===== src/rtl/fht_pkg.sv =====
// Shared constants and helpers for the FHT butterfly datapath.
// Holds default widths, data limits and the signed saturation helper.
package fht_pkg;

    localparam int unsigned DefDSize = 17;
    localparam int unsigned DefWSize = 12;

    localparam logic signed [63:0] DataMax = (64'sd1 <<< (DefDSize - 1)) - 64'sd1;
    localparam logic signed [63:0] DataMin = -(64'sd1 <<< (DefDSize - 1));

    // Round half up when halving: (v + 1) >>> 1.
    function automatic logic signed [63:0] half_rnd(input logic signed [63:0] value);
        return (value + 64'sd1) >>> 1;
    endfunction

    // Clamp a wide signed value into a signed field of the given width.
    function automatic logic signed [63:0] sat_d(input logic signed [63:0] value,
                                                 input int unsigned width);
        logic signed [63:0] hi;
        logic signed [63:0] lo;
        hi = (64'sd1 <<< (width - 1)) - 64'sd1;
        lo = -(64'sd1 <<< (width - 1));
        if (value > hi) begin
            return hi;
        end else if (value < lo) begin
            return lo;
        end
        return value;
    endfunction

endpackage


===== src/rtl/fht_but_sat.sv =====
// Combinational output lane: x0 +/- rot with a guard bit, optional
// round-half-up halving, then saturation to the data width.
module fht_but_sat
    import fht_pkg::*;
#(
    parameter int unsigned D_SIZE = DefDSize,
    parameter int unsigned ROT_W  = DefDSize + DefWSize + 1,
    parameter bit          SUB    = 1'b0
) (
    input  logic [D_SIZE-1:0] x0,
    input  logic [ROT_W-1:0]  rot,
    input  logic              scale,
    output logic [D_SIZE-1:0] y,
    output logic              clip
);

    localparam int unsigned SW = ROT_W + 1;

    logic signed [SW-1:0] x0_ext;
    logic signed [SW-1:0] rot_ext;
    logic signed [SW-1:0] sum;
    logic signed [63:0]   wide;
    logic signed [63:0]   satv;

    always_comb begin
        x0_ext  = SW'($signed(x0));
        rot_ext = SW'($signed(rot));
        sum     = SUB ? (x0_ext - rot_ext) : (x0_ext + rot_ext);
        wide    = 64'(sum);
        if (scale) begin
            wide = half_rnd(wide);
        end
        satv = sat_d(wide, D_SIZE);
        y    = D_SIZE'(satv);
        clip = (satv != wide);
    end

endmodule


===== src/rtl/fht_but_pipe.sv =====
// Three-stage pipelined 2-point FHT butterfly with scaling, saturation,
// valid tagging, global stall and a sticky saturating overflow counter.
module fht_but_pipe
    import fht_pkg::*;
#(
    parameter int unsigned D_SIZE     = DefDSize,
    parameter int unsigned W_SIZE     = DefWSize,
    parameter int unsigned COEF_SHIFT = W_SIZE - 1,
    parameter int unsigned OVF_CNT_W  = 16
) (
    input  logic                 iCLK,
    input  logic                 iRESET,
    input  logic                 iCE,
    input  logic                 iVALID,
    input  logic [D_SIZE-1:0]    iX_0,
    input  logic [D_SIZE-1:0]    iX_1,
    input  logic [D_SIZE-1:0]    iX_2,
    input  logic [W_SIZE-1:0]    iSIN,
    input  logic [W_SIZE-1:0]    iCOS,
    input  logic                 iSCALE,
    input  logic                 iOVF_CLR,
    output logic                 oVALID,
    output logic [D_SIZE-1:0]    oY_0,
    output logic [D_SIZE-1:0]    oY_1,
    output logic                 oOVF,
    output logic [OVF_CNT_W-1:0] oOVF_CNT
);

    localparam int unsigned PW = D_SIZE + W_SIZE;
    localparam int unsigned RW = PW + 1;
    localparam logic signed [RW-1:0] Rnd = RW'(1) << (COEF_SHIFT - 1);

    logic signed [PW-1:0] p1_d, p2_d, p1_q, p2_q;
    logic signed [RW-1:0] prod, rot_d, rot_q;
    logic [D_SIZE-1:0]    x0_s1_q, x0_s2_q;
    logic                 scale_s1_q, scale_s2_q;
    logic                 vld_s1_q, vld_s2_q;
    logic [D_SIZE-1:0]    y0_d, y1_d;
    logic                 clip0, clip1, ovf_d;

    always_comb begin
        p1_d  = PW'($signed(iCOS)) * PW'($signed(iX_1));
        p2_d  = PW'($signed(iSIN)) * PW'($signed(iX_2));
        prod  = RW'(p1_q) + RW'(p2_q);
        rot_d = (prod + Rnd) >>> COEF_SHIFT;
        ovf_d = vld_s2_q & (clip0 | clip1);
    end

    fht_but_sat #(
        .D_SIZE(D_SIZE),
        .ROT_W (RW),
        .SUB   (1'b0)
    ) u_sat0 (
        .x0   (x0_s2_q),
        .rot  (rot_q),
        .scale(scale_s2_q),
        .y    (y0_d),
        .clip (clip0)
    );

    fht_but_sat #(
        .D_SIZE(D_SIZE),
        .ROT_W (RW),
        .SUB   (1'b1)
    ) u_sat1 (
        .x0   (x0_s2_q),
        .rot  (rot_q),
        .scale(scale_s2_q),
        .y    (y1_d),
        .clip (clip1)
    );

    always_ff @(posedge iCLK or negedge iRESET) begin
        if (!iRESET) begin
            p1_q       <= '0;
            p2_q       <= '0;
            x0_s1_q    <= '0;
            scale_s1_q <= 1'b0;
            vld_s1_q   <= 1'b0;
            rot_q      <= '0;
            x0_s2_q    <= '0;
            scale_s2_q <= 1'b0;
            vld_s2_q   <= 1'b0;
            oY_0       <= '0;
            oY_1       <= '0;
            oVALID     <= 1'b0;
            oOVF       <= 1'b0;
        end else if (iCE) begin
            p1_q       <= p1_d;
            p2_q       <= p2_d;
            x0_s1_q    <= iX_0;
            scale_s1_q <= iSCALE;
            vld_s1_q   <= iVALID;
            rot_q      <= rot_d;
            x0_s2_q    <= x0_s1_q;
            scale_s2_q <= scale_s1_q;
            vld_s2_q   <= vld_s1_q;
            oY_0       <= y0_d;
            oY_1       <= y1_d;
            oVALID     <= vld_s2_q;
            oOVF       <= ovf_d;
        end
    end

    // Clear wins over increment and works even while the pipe is stalled.
    always_ff @(posedge iCLK or negedge iRESET) begin
        if (!iRESET) begin
            oOVF_CNT <= '0;
        end else if (iOVF_CLR) begin
            oOVF_CNT <= '0;
        end else if (iCE && ovf_d && (oOVF_CNT != {OVF_CNT_W{1'b1}})) begin
            oOVF_CNT <= oOVF_CNT + 1'b1;
        end
    end

endmodule


===== config.mk =====
export PLATFORM = sky130hd
export DESIGN_NAME = fht_but_pipe
export DESIGN_NICKNAME = d
export VERILOG_FILES = /design/src/rtl/fht_pkg.sv /design/src/rtl/fht_but_sat.sv /design/src/rtl/fht_but_pipe.sv
export SDC_FILE = /design/constraint.sdc
export NUM_CORES = 2
export LEC_CHECK = 0
export BUFFER_PORTS_ARGS = -buffer_cell sky130_fd_sc_hd__buf_2
export CORE_ASPECT_RATIO = 0.5
export CORE_UTILIZATION = 59
export CTS_BUF_LIST = sky130_fd_sc_hd__clkbuf_2 sky130_fd_sc_hd__clkbuf_4 sky130_fd_sc_hd__clkbuf_8
export DETAILED_ROUTE_END_ITERATION = 10
export PLACE_DENSITY_LB_ADDON = 0.1
export SETUP_SLACK_MARGIN = 0.2
export SLEW_MARGIN = 20
export SYNTH_ARGS = -nofsm -noshare
export SYNTH_HDL_FRONTEND = slang
export SYNTH_SLANG_ARGS = --single-unit
export TNS_END_PERCENT = 1

===== constraint.sdc =====
create_clock -name iCLK -period 4.1 [get_ports iCLK]
set_input_delay 0.615 -clock iCLK [delete_from_list [all_inputs] [get_ports iCLK]]
set_output_delay 0.615 -clock iCLK [all_outputs]
set_load 0.02 [all_outputs]

==> results.cfg <==
[sta]
worst_slack_ns = -1.42
slew_viol_final = 0
fin_skew_ns = 0.0172
post-route-min-period_ns = 5.52
finalSetupViolCount = 64
hold_viol = 0
worst-slew-pin-transition_ns = 1.03
max_slew_margin_pct = 31.1
rsz0062_at_grt = yes
clock.fmax_ghz = 0.181
fin_crit_sh_pct = 135

[clock_network]
cts_buffers = 17
insertion_delay_ns = 0.51
clk_pin_slew_ns = 0.10
cts_buffer_depth = 2
cts_root_buffer = clkbuf_8
cts.sinks = 167
htree_levels = 4
cts_tree = done

[critical_path]
cp_common_cell = fa_1
reg2reg_to = oOVF_CNT[15]
rrSetupSlack_ns = -0.12
end_kind = flip-flop
worstSetupPathType = input port to flip-flop
r2r_cells = 14
cp.depth = 18
crit_path_start_kind = input port
path_buf_inv = 2
cp_cell_sequence = buf_2 -> buf_12 -> and2_1 -> fa_1 -> fa_1 -> fa_1 -> fa_1 -> fa_1 -> ha_4 -> or2_2 -> a21o_1 -> a31oi_1 -> o21ai_1 -> a2111o_1 -> a311o_1 -> o31ai_2 -> xnor2_1 -> mux2i_1
slowest_delay_ns = 0.59
critPathSlowestCell = fa_1
r2r-start = x0_s2_q[7]
crit_arrival_ns = 5.87
cpLargestDelayFamily = adder cells
worstPathRequired_ns = 4.46
crit_fanout = 6

[synthesis]
synthCells = 2792
yosysUniqueCellTypes = 86
synth_top_area_cell = fa_1
synthFlopType = dfrtp_1
netlist_area_um2 = 25600
syn-num-nets = 3469
avgSynthCellArea_um2 = 9.17
async_reset_ff_share_pct = 100
ys_warn_count = 0
synth_common_cells = inv_1 (435), fa_1 (378), nand2_1 (338), ha_1 (218), dfrtp_1 (167)
synth-edff-count = 0
synth_top_area_share_pct = 29.5
synth_seq_area_share_pct = 16.3
ys_ff_latch = 167
synth.most_common_cell = inv_1
synth_area_leaders = fa_1 (30%), dfrtp_1 (16%), ha_1 (11%)

[final_layout]
syn_to_final_growth_pct = 19.6
antenna_cells = 0
nets = 3870
drive_gt1_share_pct = 23.5

[drt]
vias = 20708
drc = 0
finalWirelength_mm = 60.6
wl_per_cell_um = 16.0
ant_nets = 0
dr.pass1.iters = 5
first_iter_violations = 1040
vias_per_cell = 5.47

[worst_hold_path]
min_path_type = input port to async pin

[placed_design]
hpwl_mm = 50.6
post-place-ws_ns = -2.16
portBuffers = 132
gp_congestion = 0.913

[floorplanning]
core-area_um2 = 42400
fp.dieH_um = 149
io_pins = 133
initial_core_util_pct = 60.4
die_area_um2 = 44300
rows = 53
die_x_um = 297

[global_route]
grt_first_pass_wirelength_mm = 103
grt_pass1_vias = 21276
grt_max_degree = 92
grtUsageTotal_pct = 29.1
grt-ovfl-total = 0
antenna_found_initial = 0

[run]
max-cap-violations = 0

[outcome]
violations = negative setup slack
status = complete, but fails checks
worst reg2reg max path: stages, from the launching register on:
cell	delay, ns
dfrtp_1	0.41
ha_1	0.50
nand2b_1	0.15
a21oi_1	0.10
or4_1	0.42
o211a_1	0.27
a21oi_1	0.27
o2111ai_2	0.23
or3_1	0.43
o311a_1	0.34
o211ai_1	0.16
o2bb2ai_2	0.13
buf_12	0.17
a21oi_1	0.19
mux2_1	0.35
registers in the layout (all words and copies together), names as in the netlist:
| signal | count |
|---|---|
| p2_q | 29 |
| oY_1 | 17 |
| p1_q | 29 |
| scale_s1_q | 1 |
| vld_s2_q | 1 |
| scale_s2_q | 1 |
| oY_0 | 17 |
| x0_s1_q | 17 |
| vld_s1_q | 1 |
| rot_q | 19 |
| oOVF | 1 |
| x0_s2_q | 17 |
| oOVF_CNT | 16 |
| oVALID | 1 |
layer usage:
layer / global-route usage [%] / wire, um / part of all wire, %
met4: 5.95 / 708 / 1.2
met2: 49.0 / 29300 / 48
met3: 3.25 / 2560 / 4.2
met1: 40.8 / 28000 / 46
met5: 0 / 0 / 0
logic make-up (layout without fill, tap and decap cells):
kind of cell	count (synthesis)	after routing	synth area share (%)
DFF	167	167	16.3
muxes	94	94	4.10
xor gates and xnor gates	87	87	2.98
adders and majority gates	596	596	40.2
buffers and inverters	574	988	8.53
AOI/OAI and AO/OA	435	435	11.8
and+or+nand+nor	839	839	16.1
timing repair:
action	in CTS	in global routing
pin swaps	49	15
hold buffers	0	0
gates resized for setup	124	36
buffers inserted	2	0
endpoints found under the setup margin	92	97
endpoints found under the hold margin	0	0
placed cells by master, fill, tap and decap left out, drive strengths merged, types with 12 or more instances in the layout:
cell type / n
or3: 21
dfrtp: 167
a211oi: 12
xnor2: 68
clkbuf: 21
o31ai: 14
o21a: 21
a31oi: 12
nor2: 91
and3: 33
fa: 378
nand3: 41
a21o: 39
o2bb2ai: 33
o21ai: 103
o211ai: 16
nand2b: 49
or2: 12
mux2: 87
a21oi: 86
nor3: 41
nand2: 338
nor2b: 31
buf: 516
inv: 442
xor2: 19
and2: 147
ha: 218
worst max path at each step:
stage | from | end
2_1_floorplan | iSIN[3] | p2_q[28]
3_3_place_gp | iX_2[5] | p2_q[28]
3_5_place_dp | iX_2[5] | p2_q[28]
4_1_cts | iX_2[1] | p2_q[28]
5_1_grt | iX_2[4] | p2_q[28]
6_report | iSIN[8] | p2_q[28]
cell type report:
| type | count | area, um^2 |
|---|---|---|
| Sequential cell | 167 | 4180 |
| Clock buffer | 18 | 241 |
| Tap cell | 577 | 722 |
| Inverter | 437 | 1640 |
| Timing Repair Buffer | 519 | 3850 |
| Multi-Input combinational cell | 2051 | 19900 |
| Clock inverter | 14 | 121 |
| Fill cell | 3288 | 11700 |
through the flow:
stage | std cells | utilization [%] | instance area (um^2) | hold slack, ns | TNS (ns)
global route | 3783 | 72.3 | 30600 | 0.140 | -44.96
detailed placement | 3749 | 70.0 | 29600 | 0.468 | -70.49
floorplan | 2792 | - | 26000 | 0.319 | -43.48
global placement | 3749 | 70.0 | 29600 | 0.459 | -63.94
CTS | 3783 | 72.0 | 30500 | 0.115 | -28.54
finish | 3783 | 72.3 | 30600 | 0.0985 | -30.17
Power is not shown: default switching activity piles up to over one toggle a cycle in this logic, so the estimate is an artifact.
